$ cat src/rtl/credit_counter_pkg.sv
// Shared constants for the credit counter block.
// Holds only the default credit width; no types are exported.
package credit_counter_pkg;

   localparam int CC_DEFAULT_WIDTH = 4;

endpackage : credit_counter_pkg

$ cat src/rtl/credit_counter.sv
// Credit counter: credits are consumed immediately, returned credits are
// staged in a pending register and committed on each simulation time tick.
module credit_counter
   import credit_counter_pkg::*;
#(
   parameter int WIDTH = CC_DEFAULT_WIDTH
) (
   input  logic             clock,
   input  logic             reset,
   input  logic             enable,
   input  logic             sim_time_tick,
   input  logic [WIDTH-1:0] config_in,
   input  logic             config_in_valid,
   output logic [WIDTH-1:0] config_out,
   output logic             config_out_valid,
   input  logic             credit_in_valid,
   output logic             credit_ack,
   input  logic             decrement,
   output logic [WIDTH-1:0] count_out
);

   logic [WIDTH-1:0] max_credit_q, max_credit_d;
   logic [WIDTH-1:0] count_q,      count_d;
   logic [WIDTH-1:0] pending_q,    pending_d;
   logic [WIDTH-1:0] cfg_out_q,    cfg_out_d;
   logic             cfg_vld_q,    cfg_vld_d;

   logic [WIDTH:0]   commit_sum;
   logic [WIDTH-1:0] commit_cap;
   logic             dec_eff;

   // A config write wins the cycle, so it also suppresses the acknowledge.
   assign credit_ack = enable & credit_in_valid & ~config_in_valid
                       & (pending_q < max_credit_q);

   // Committed total is capped at the maximum before a same-cycle decrement.
   assign commit_sum = {1'b0, count_q} + {1'b0, pending_q};
   assign commit_cap = (commit_sum > {1'b0, max_credit_q}) ? max_credit_q
                                                             : commit_sum[WIDTH-1:0];

   always_comb begin
      max_credit_d = max_credit_q;
      count_d      = count_q;
      pending_d    = pending_q;
      cfg_out_d    = cfg_out_q;
      cfg_vld_d    = 1'b0;
      dec_eff      = 1'b0;

      if (config_in_valid) begin
         max_credit_d = config_in;
         count_d      = config_in;
         pending_d    = '0;
         cfg_out_d    = max_credit_q;
         cfg_vld_d    = 1'b1;
      end else if (enable) begin
         if (sim_time_tick) begin
            dec_eff   = decrement & (commit_cap != '0);
            count_d   = commit_cap - {{(WIDTH-1){1'b0}}, dec_eff};
            pending_d = credit_ack ? {{(WIDTH-1){1'b0}}, 1'b1} : '0;
         end else begin
            dec_eff = decrement & (count_q != '0);
            count_d = count_q - {{(WIDTH-1){1'b0}}, dec_eff};
            if (credit_ack) begin
               pending_d = pending_q + {{(WIDTH-1){1'b0}}, 1'b1};
            end
         end
      end
   end

   always_ff @(posedge clock) begin
      if (reset) begin
         max_credit_q <= '0;
         count_q      <= '0;
         pending_q    <= '0;
         cfg_out_q    <= '0;
         cfg_vld_q    <= 1'b0;
      end else begin
         max_credit_q <= max_credit_d;
         count_q      <= count_d;
         pending_q    <= pending_d;
         cfg_out_q    <= cfg_out_d;
         cfg_vld_q    <= cfg_vld_d;
      end
   end

   assign count_out        = count_q;
   assign config_out       = cfg_out_q;
   assign config_out_valid = cfg_vld_q;

endmodule : credit_counter

$ cat config.mk
export PLATFORM = sky130hd
export DESIGN_NAME = credit_counter
export DESIGN_NICKNAME = d
export VERILOG_FILES = /design/src/rtl/credit_counter_pkg.sv /design/src/rtl/credit_counter.sv
export SDC_FILE = /design/constraint.sdc
export NUM_CORES = 1
export LEC_CHECK = 0
export CORE_MARGIN = 3
export CORE_UTILIZATION = 40
export DETAILED_ROUTE_END_ITERATION = 12
export PLACE_DENSITY_LB_ADDON = 0.15
export RECOVER_POWER = 100
export SYNTH_ARGS = -nofsm -noshare
export SYNTH_HDL_FRONTEND = slang
export SYNTH_SLANG_ARGS = --single-unit
$ cat constraint.sdc
create_clock -name clock -period 8.25 [get_ports clock]
set_input_delay 1.65 -clock clock [delete_from_list [all_inputs] [get_ports clock]]
set_output_delay 1.65 -clock clock [all_outputs]
set_load 0.1 [all_outputs]
After elaboration in Yosys (flattened, before gate mapping):

Cells that the tools add are included.

* register bits after elaboration: 17
* bits in latches: 0
* RAM bits: 0
* bits in read-only memories: 0
* output and inout bits: 10
* word-level logic and storage cells: 31
* memories kept: 0

* add/subtract/negate cells: 4
* $mul: 0
* divide/modulo/power cells: 0
* $lt $le $gt $ge: 2
* equal/unequal tests: 0
* shifts and indexed selects: 0
* mux-type cells: 8
* bitwise gates (word level): 6
* reductions and logical operators: 6

Operators with widths (number)
* $mux W4: 6
* $reduce_bool A4 Y1: 2
* $sub A4 B1 Y4: 2
* $add A4 B4 Y5: 1
* $and A1 B1 Y1: 5
* $gt A5 B4 Y1: 1
* $add A4 B1 Y4 const B: 1
* $lt A4 B4 Y1: 1
* $reduce_bool A2 Y1: 2
* $mux W1: 2
* $reduce_and A2 Y1: 1
* $reduce_or A2 Y1: 1
* $not A1 Y1: 1

Logic depth before layout (Yosys ltp):

* depth after elaboration: 9
* mapped depth: 19
* mapped depth without buffers: 18

Least setup slack after synthesis:

Ideal clock, no wire load.

* path kind: input to output
* start: input port enable
* end: output port credit_ack
* arrival time: 3.073 ns
* path slack: 3.527 ns
* stages on the path: 3
* cells stage by stage: clkbuf_8 -> nand2_1 -> a2111oi_4

* cells in the longest elaborated chain, start to end: 3

Ends and longest elaborated chain
* start, declared: line credit_counter.sv:10 `input logic enable,`
* $and A1 B1 Y1 (2 in series): line credit_counter.sv:33 `assign credit_ack = enable & credit_in_valid & ~config_in_valid`
* $and A1 B1 Y1: line credit_counter.sv:34 `& (pending_q < max_credit_q);`
* end, declared: line credit_counter.sv:17 `output logic credit_ack,`

Every way passes these cells.

Final worst setup path:

* start: input port config_in_valid
* end: output port credit_ack

* cells in the longest elaborated chain, start to end: 3

Ends and longest elaborated chain
* start, declared: line credit_counter.sv:13 `input logic config_in_valid,`
* $not A1 Y1: line credit_counter.sv:33
* $and A1 B1 Y1: line credit_counter.sv:33
* $and A1 B1 Y1: line credit_counter.sv:34

Every way passes these cells.

==> results.md <==
- Status: finished, violations left
- Failing checks: capacitance limit, slew limit
- Synthesized Nets: 173
- Power per cell area: between 150 and 200 nW/um^2
- Die Y: just over 60 um
- Initial antenna violation count: 0
- Num Clock Sinks: 17
- Starting Density: a little over two fifths
- Final period utilization: between 80% and 90%
- Antenna Diode Count: 0
- Max clock buf depth: 2
- Multiplexer area fraction after synthesis: under 10%
- Worst endpoint required time: 6.60 ns
- Max-cap violations: 1
- Post-Syn Area: around 1300 um^2
- Wire per inst: 13.22 um
- Total power: around 0.23 mW
- Average size of a mapped cell: a little under 9 um^2
- Clock slew at reported path FFs: about 0.11 ns
- Commonest cells after routing, fill and taps aside: 17 x dfxtp_1, 16 x ha_1, 13 x nor2_1
- Core box area: approximately 2900 um^2
- Final TNS setup: 0 ns
- Setup violators final: 0
- Synth Register Bits: 17
- Worst slew margin: -3.371%
- Yosys warning total: 0
- Die ar.: 3860 um^2
- Drc violations: 0
- Worst min-delay path class: reg2reg
- Port buffer count: 20
- Worst Tran Pin Value: about 1.5 ns
- Drt first pass iters: 3
- Post-Synth Adder-Cell Area: about 17%
- Detailed Route Iter0 Violations: 21
- Post-route ant nets: 0
- Synth unique cells: 35
- Gr ovfl total: 0
- Setup bufs post-CTS: 0
- TritonCTS Buffers: 3
- Hold Vio Cnt, Final: 0
- Worst Setup End Kind: output port
- Startpoint Class: primary input
- Via/cell ratio: a little over 5
- Worst EP arrival: ~5.2 ns
- Final min period: roughly 6.8 ns
- Final WL: ~2700 um
- Vias in the first global route: around 1,000
- XOR/XNOR share of the synthesized area: 4.171%
- Syn Inst Count: 145
- Synth Area in Compound Gates: a little under a fifth
- Sequential share of the synthesized area: a little over a quarter
- Pleak: 0.6900 nW
- Most common cell after layout, fill and taps aside: dfxtp_1
- Hold Slack: between 0.5 and 0.6 ns
- WS Path Type: in2out
- Largest net degree at the start of global routing: 23
- Nets@finish: roughly 190
- Die W: about 62 um
- CTS tree: built
- Via Count: around 1,000
- CTS Hold Buffers Added: 0
- Post-synthesis simple-gate area fraction: between 15 and 20%
- Detailed Place HPWL: 2128 um
- FMAX: about 150 MHz
- Worst ir drop on vdd: slightly below 0.0001 V
- Worst-Skew Late Latency: 0.29 ns
- Global-route wire length before repair: about 4600 um
- Share of post-route cells with drive strength above 1: 3.067%
- Unrepaired setup endpoints after global routing: no
- Row count: 19
- CTS resizes: 0
- I/O Pins: 21
- Total track usage: 14.54%
- Placer Congestion: between 0.7 and 0.8
- P&R area growth vs syn: 17.68%
- Largest family of logic cells by synthesized area: compound AO/OA/AOI/OAI gates
- Slew Limit Fails: 8
- Clk_skew: approximately 0.012 ns
- Worst Path Max Fanout: 22
- Clock root cell: clkbuf_4
- CTS H-tree depth: 1
## final cells by class
cell class | count | area, um^2
clock buffers | 3 | 22.52
clock inverters | 1 | 5.005
fillers | 272 | 1394
inverters | 11 | 41.29
multi-input cells | 111 | 820.8
flip-flops and latches | 17 | 340.3
well taps | 42 | 52.55
repair buffers | 20 | 200.2
## worst paths after layout
check / startpoint / slack (ns) / cells after the start / endpoint
setup / recovery: config_in_valid / 1.42 / 3 / credit_ack
hold / removal: config_out[0] / 0.50 / 2 / config_out[0]
setup reg to reg: pending_q[0] / 4.30 / 17 / count_out[1]
hold reg to reg: config_out[0] / 0.50 / 2 / config_out[0]
## logic make-up (layout without fill, tap and decap cells)
logic type      after synthesis  after routing
compound gates               31             31
fa+ha+maj                    17             17
mux                          12             12
flops                        17             17
buf+inv                      17             35
xor+xnor                      6              6
simple gates                 45             45
## cells in the mapped netlist
| master | n | area share [%] |
|---|---|---|
| nand3_1 | 5 | 2.0 |
| a211oi_1 | 1 | 0.60 |
| a31oi_1 | 2 | 0.99 |
| nand4b_1 | 2 | 1.4 |
| nor3b_1 | 1 | 0.60 |
| nand4_1 | 2 | 0.99 |
| a221o_1 | 1 | 0.79 |
| inv_1 | 11 | 3.3 |
| nor3_1 | 1 | 0.40 |
| o311a_1 | 1 | 0.79 |
| clkbuf_8 | 1 | 1.1 |
| o21a_1 | 2 | 1.2 |
| a211oi_2 | 1 | 0.99 |
| a21oi_1 | 11 | 4.4 |
| nand2b_1 | 4 | 2.0 |
| a21o_1 | 5 | 3.0 |
| o41a_1 | 1 | 0.89 |
| nand3b_1 | 2 | 1.2 |
| a21o_2 | 1 | 0.70 |
| ha_1 | 16 | 16 |
| buf_2 | 1 | 0.40 |
| nand2_1 | 12 | 3.6 |
| a221oi_1 | 1 | 0.70 |
| buf_1 | 1 | 0.30 |
| xor2_1 | 3 | 2.1 |
| fa_1 | 1 | 1.6 |
| nor4_1 | 1 | 0.50 |
| clkbuf_1 | 3 | 0.89 |
| dfxtp_1 | 17 | 27 |
| mux2i_1 | 12 | 9.5 |
| nor2_1 | 13 | 3.9 |
| nor2b_1 | 2 | 0.99 |
| a2111oi_4 | 1 | 2.2 |
| o21ai_0 | 3 | 1.2 |
| xnor2_1 | 3 | 2.1 |
## flip-flops by register name, summed over array words and instances (netlist names)
register,count
count_out,4
config_out_valid,1
pending_q,4
max_credit_q,4
config_out,4
## worst max-delay path, stage by stage
cell and delay [ns]:
dlygate4sd3_1 0.83, a2111oi_0 1.34, dlygate4sd3_1 1.35
## stage by stage
step	setup WS, ns	cell area (um^2)	util [%]	instances
2_1_floorplan	3.527	1260	-	145
6_report	1.422	1483	51.54	205
4_1_cts	2.185	1506	52.37	205
5_1_grt	1.168	1483	51.54	205
3_5_place_dp	2.187	1479	51.41	201
3_3_place_gp	2.231	1479	51.41	201
## per-layer routing
metal | wire length [um] | global-route usage [%]
met3 | 57 | 2.523
met2 | 1325 | 25.54
met5 | 0 | 0
met4 | 20 | 4.144
met1 | 1306 | 18.17
## report_power, final
group	internal (mW)	leakage (nW)	total, mW	switching, mW
clock network	0.0180	0.0177	0.0445	0.0265
logic	0.0351	0.533	0.0928	0.0576
registers	0.0861	0.139	0.0917	0.00558
No activity file was read; power rests on OpenSTA's default activity.
